[config.mk]
export PLATFORM = sky130hd
export DESIGN_NAME = lsu_sequencer
export DESIGN_NICKNAME = d
export VERILOG_FILES = /design/src/rtl/lsu_pkg.sv /design/src/rtl/lsu_watchdog.sv /design/src/rtl/lsu_sequencer.sv
export SDC_FILE = /design/constraint.sdc
export NUM_CORES = 1
export LEC_CHECK = 0
export ABC_AREA = 1
export BUFFER_PORTS_ARGS = -buffer_cell sky130_fd_sc_hd__buf_2
export CORE_ASPECT_RATIO = 2
export CORE_MARGIN = 2
export CORE_UTILIZATION = 40
export DETAILED_ROUTE_END_ITERATION = 16
export HOLD_SLACK_MARGIN = 0.06
export PLACE_DENSITY = 0.64
export SYNTH_ARGS = -nofsm -noshare
export SYNTH_HDL_FRONTEND = slang
export SYNTH_SLANG_ARGS = --single-unit
[constraint.sdc]
create_clock -name clk -period 2.5 [get_ports clk]
set_clock_uncertainty 0.15 [all_clocks]
set_input_delay 0.375 -clock clk [delete_from_list [all_inputs] [get_ports clk]]
set_output_delay 0.375 -clock clk [all_outputs]
set_load 0.005 [all_outputs]
[src/rtl/lsu_pkg.sv]
// Shared encodings for the LSU memory-port sequencer: FSM states and request field values.
package lsu_pkg;

  typedef enum logic [1:0] {
    ST_IDLE = 2'd0,
    ST_LO   = 2'd1,
    ST_HI   = 2'd2,
    ST_WB   = 2'd3
  } lsu_state_e;

  localparam logic CMD_LOAD  = 1'b0;
  localparam logic CMD_STORE = 1'b1;
  localparam logic WIDTH_8   = 1'b0;
  localparam logic WIDTH_16  = 1'b1;
  localparam logic TAG_A     = 1'b0;
  localparam logic TAG_B     = 1'b1;

endpackage

[src/rtl/lsu_watchdog.sv]
// Per-byte-access wait-state counter; flags an abort once TIMEOUT cycles pass without mem_ready.
module lsu_watchdog #(
  parameter int unsigned TIMEOUT = 255,
  parameter int unsigned WD_W    = 8
) (
  input  logic clk,
  input  logic a_rst,
  input  logic i_active,
  input  logic i_ready,
  output logic o_expire_c
);

  logic [WD_W-1:0] r_cnt;

  // Counter is zero whenever a fresh byte access starts, since leaving LO/HI or completing clears it.
  always_ff @(posedge clk or posedge a_rst) begin
    if (a_rst) begin
      r_cnt <= '0;
    end else if (!i_active || i_ready || o_expire_c) begin
      r_cnt <= '0;
    end else begin
      r_cnt <= r_cnt + WD_W'(1);
    end
  end

  assign o_expire_c = i_active & ~i_ready & (r_cnt == WD_W'(TIMEOUT - 1));

endmodule

[src/rtl/lsu_sequencer.sv]
// Sequences one LSU request at a time onto the 8-bit memory port, splitting words into two bytes.
// Optional wait-state watchdog enabled by defining LSU_WATCHDOG_EN.
module lsu_sequencer
  import lsu_pkg::*;
#(
  parameter int unsigned TIMEOUT = 255,
  parameter int unsigned WD_W    = 8
) (
  input  logic        clk,
  input  logic        a_rst,
  input  logic        rq_start,
  input  logic        rq_cmd,
  input  logic        rq_width,
  input  logic        rq_tag,
  input  logic [15:0] rq_addr,
  input  logic [15:0] rq_data,
  output logic        rq_wait,
  output logic [15:0] data_out,
  output logic        data_tag,
  output logic        data_wb,
  output logic [15:0] mem_adr,
  output logic [7:0]  mem_dout,
  input  logic [7:0]  mem_din,
  output logic        mem_rd,
  output logic        mem_wr,
  input  logic        mem_ready,
  output logic        lsu_err
);

  if (TIMEOUT == 0 || TIMEOUT >= (64'd1 << WD_W)) begin : g_bad_cfg
    $error("lsu_sequencer: TIMEOUT must be nonzero and fit in WD_W bits");
  end

  lsu_state_e  r_state;
  logic        r_cmd;
  logic        r_width;
  logic        r_tag;
  logic [15:0] r_addr;
  logic [15:0] r_data;
  logic [7:0]  r_lo;
  logic        w_abort;

  assign rq_wait = (r_state == ST_LO) | (r_state == ST_HI);

`ifdef LSU_WATCHDOG_EN
  lsu_watchdog #(
    .TIMEOUT (TIMEOUT),
    .WD_W    (WD_W)
  ) u_watchdog (
    .clk        (clk),
    .a_rst      (a_rst),
    .i_active   (rq_wait),
    .i_ready    (mem_ready),
    .o_expire_c (w_abort)
  );
`else
  assign w_abort = 1'b0;
`endif

  // Memory strobes/address are registered alongside the state they belong to.
  always_ff @(posedge clk or posedge a_rst) begin
    if (a_rst) begin
      r_state  <= ST_IDLE;
      r_cmd    <= CMD_LOAD;
      r_width  <= WIDTH_8;
      r_tag    <= TAG_A;
      r_addr   <= '0;
      r_data   <= '0;
      r_lo     <= '0;
      data_out <= '0;
      data_tag <= TAG_A;
      data_wb  <= 1'b0;
      mem_adr  <= '0;
      mem_dout <= '0;
      mem_rd   <= 1'b0;
      mem_wr   <= 1'b0;
      lsu_err  <= 1'b0;
    end else begin
      data_wb <= 1'b0;
      lsu_err <= 1'b0;
      case (r_state)
        ST_IDLE, ST_WB: begin
          mem_rd <= 1'b0;
          mem_wr <= 1'b0;
          r_state <= ST_IDLE;
          if (rq_start) begin
            r_state  <= ST_LO;
            r_cmd    <= rq_cmd;
            r_width  <= rq_width;
            r_tag    <= rq_tag;
            r_addr   <= rq_addr;
            r_data   <= rq_data;
            mem_adr  <= rq_addr;
            mem_dout <= rq_data[7:0];
            mem_rd   <= (rq_cmd == CMD_LOAD);
            mem_wr   <= (rq_cmd == CMD_STORE);
          end
        end
        ST_LO: begin
          if (w_abort) begin
            r_state <= ST_IDLE;
            mem_rd  <= 1'b0;
            mem_wr  <= 1'b0;
            lsu_err <= 1'b1;
          end else if (mem_ready) begin
            if (r_cmd == CMD_LOAD) begin
              r_lo <= mem_din;
            end
            if (r_width == WIDTH_16) begin
              r_state  <= ST_HI;
              mem_adr  <= r_addr + 16'd1;
              mem_dout <= r_data[15:8];
            end else begin
              mem_rd <= 1'b0;
              mem_wr <= 1'b0;
              if (r_cmd == CMD_LOAD) begin
                r_state  <= ST_WB;
                data_out <= {8'h00, mem_din};
                data_tag <= r_tag;
                data_wb  <= 1'b1;
              end else begin
                r_state <= ST_IDLE;
              end
            end
          end
        end
        ST_HI: begin
          if (w_abort) begin
            r_state <= ST_IDLE;
            mem_rd  <= 1'b0;
            mem_wr  <= 1'b0;
            lsu_err <= 1'b1;
          end else if (mem_ready) begin
            mem_rd <= 1'b0;
            mem_wr <= 1'b0;
            if (r_cmd == CMD_LOAD) begin
              r_state  <= ST_WB;
              data_out <= {mem_din, r_lo};
              data_tag <= r_tag;
              data_wb  <= 1'b1;
            end else begin
              r_state <= ST_IDLE;
            end
          end
        end
        default: r_state <= ST_IDLE;
      endcase
    end
  end

endmodule
==> qor.yml <==
layout_setup_ws_ps: 270.0
p_leak_nw: 2.538
cts_sinks: 81
yosys.area.top_type_share_pct: 50.99
ys_types: 32
min_to: "r_data[10]"
grt_pass1_wl_mm: 15.67
globalRouteMet3Util_pct: 3.750
use_met1_pct: 21.06
clock_path_buffers: 2
ir_worst_vdd_mv: 0.6858
io_pins: 93
cts_tree: "yes"
grt_pass1_vias: 3317
setup_viol: 0
postCtsResizedCells: 0
avgViaCountPerCell: 4.728
powerDensity_nw_per_um2: 1280
hp-class: "primary input to flip-flop"
drt-pass1-iter-count: 4
synth-async-reset-ratio_pct: 100.0
ys_seq_area_share_pct: 50.99
port_buffers: 91
grt_usage_pct: 18.84
dpl.hpwl_mm: 7.009
yosysWarnings: 0
final_cell_area_um2: 4865
rr_endpoint: "r_lo[1]"
r2r_start: "r_state[1]"
finalCriticalPeriod_ps: 2230
syn_to_final_growth_pct: 22.38
antenna_found_initial: 0
whs_ps: 81.44
wl_per_cell_um: 13.59
synth_area_um2: 3975
ys_top_cells_by_area: "dfrtp_1 (51%), nand2_1 (16%), o21ai_0 (5.5%)"
placed_cell_area_um2: 4532
grt_overflow: 0
post_cts_buffers: 0
fill_cells: 980
crit_fanout: 24
num_antenna_cells: 0
grt_max_degree: 52
finalCritPeriodShare_pct: 89.20
totalNegativeSetupSlack_ps: 0
dpl_worst_slack_ps: 304.4
cp-start-kind: "flip-flop"
num-nets-final: 620
use_met2_pct: 33.36
synth_edf_count: 0
min_path_cells: 3
slew-limit-headroom_pct: 66.18
syn-instance-count: 481
drive_above_1_share_pct: 26.26
cts_max_level: 3
hold_viol_final: 0
drt-total-wl_mm: 9.605
synth_top_area_cell: "dfrtp_1"
insertion_delay_ps: 340
reg2reg_depth: 5
rows: 51
arrival_ps: 2320
antenna_left: 0
die_h_um: 145.0
drc: 0
cts_made_buffers: 9
die_area_um2: 10800
cp.required_ps: 2590
top_usage_layer: "met2"
ys_seq_elements: 81
syn_area_per_cell_um2: 8.264
crit_type: "flip-flop to flip-flop"
path_clk_slew_ps: 60
synth_nets: 531
rsz0062_at_grt: "no"
dominantRegCellSynth: "dfrtp_1"
die_w_um: 74.49
status: "completed"
max_freq_ghz: 0.4484
initial_core_util_pct: 40.98
tightest_slew_ps: 505.9
cts_root_buf: "clkbuf_16"
reg2reg_slack_ps: 270
place.gp.congestion: 0.8006
final-max-slew-violation-count: 0
drv_cap: 0
startpoint: "r_state[1]"
vias: 3343
coreArea_um2: 9699
worst_setup_path_end_kind: "flip-flop"
min-delay-start: "rq_data[10]"
drtIter0Drc: 137
==> per-layer routing <==
metal	wire length (µm)	share of wire (%)
met3	376	3.9
met1	3570	37
met5	0	0
met4	232	2.4
met2	5426	56
==> worst max-delay path by stage <==
stage | endpoint | slack, ps
2_1_floorplan | mem_dout[0] | 890
3_3_place_gp | r_lo[4] | 480
3_5_place_dp | r_lo[1] | 300
4_1_cts | r_lo[1] | 290
5_1_grt | r_lo[1] | 90
6_report | r_lo[1] | 270
==> through the flow <==
stage | util (%) | cells | total power [mW]
2_1_floorplan | - | 481 | 4.101
3_3_place_gp | 46.72 | 690 | 4.761
3_5_place_dp | 46.72 | 690 | 4.843
4_1_cts | 50.15 | 707 | 6.307
5_1_grt | 50.15 | 707 | 6.727
6_report | 50.15 | 707 | 6.226
==> cell type report <==
type | count | area, µm² | area share (%)
Multi-Input combinational cell | 331 | 1623 | 33.36
Tap cell | 132 | 165.2 | 3.395
Sequential cell | 81 | 2027 | 41.67
Clock inverter | 4 | 76.32 | 1.569
Clock buffer | 12 | 246.5 | 5.067
Timing Repair Buffer | 99 | 543.0 | 11.16
Inverter | 48 | 183.9 | 3.781
==> repair_timing <==
| item | in CTS | in global routing |
|---|---|---|
| setup endpoints to repair | 0 | 0 |
| hold buffers | 1 | 0 |
| endpoints found under the hold margin | 13 | 0 |
==> kinds of logic (layout without fill, tap and decap cells) <==
| logic type | count (synthesis) | count (layout) | synth area share [%] |
|---|---|---|---|
| AOI/OAI and AO/OA | 89 | 89 | 12.75 |
| xor gates and xnor gates | 6 | 6 | 1.322 |
| DFF | 81 | 81 | 50.99 |
| muxes | 8 | 8 | 2.015 |
| other | 1 | 1 | 0.09434 |
| buffers and inverters | 69 | 163 | 8.372 |
| adders and majority gates | 3 | 3 | 0.9444 |
| and+or+nand+nor | 224 | 224 | 23.51 |
==> registers in the layout, indices dropped and copies added (netlist names) <==
register  flops
data_out     16
data_tag      1
data_wb       1
mem_adr      16
mem_dout      8
mem_rd        1
mem_wr        1
r_addr       16
r_cmd         1
r_data        8
r_lo          8
r_state       2
r_tag         1
r_width       1
==> cell usage after synthesis, types with 3 or more instances <==
cell and count:
dfrtp_1 81, nand2_1 168, buf_2 8, nand3_1 16, inv_2 5, nand4_1 3, xor2_1 5, o21ai_0 44
o21ai_2 14, clkbuf_1 3, buf_6 6, inv_1 42, nand2_2 11, a21oi_1 14, nor2_2 3, o21ai_1 14
nor2_1 18, ha_1 3, mux2i_1 8
==> worst max-delay path: stages, from the launching register on <==
cell     delay [ps]
dfrtp_1         380
inv_1            80
ha_1            320
buf_4           390
nand3_1         450
o21ai_0         350
==> where the power goes <==
group          internal, mW  total [mW]  leakage [nW]  switching [mW]
Combinational         0.956        2.47          1.37            1.51
Sequential             1.91        2.33          1.02           0.419
Clock                 0.904        1.43         0.153           0.523
==> cell usage in the layout, fill, tap and decap left out, types with 8 or more instances in the layout <==
cell       instances
mux2i_1            8
nand2_2           11
nor2_1            18
o21ai_1           14
nand2_1          168
a21oi_1           14
buf_2             91
inv_1             41
clkbuf_16          9
o21ai_2           13
dfrtp_1           81
o21ai_0           44
nand3_1           16
(Power assumes the default switching activity.)
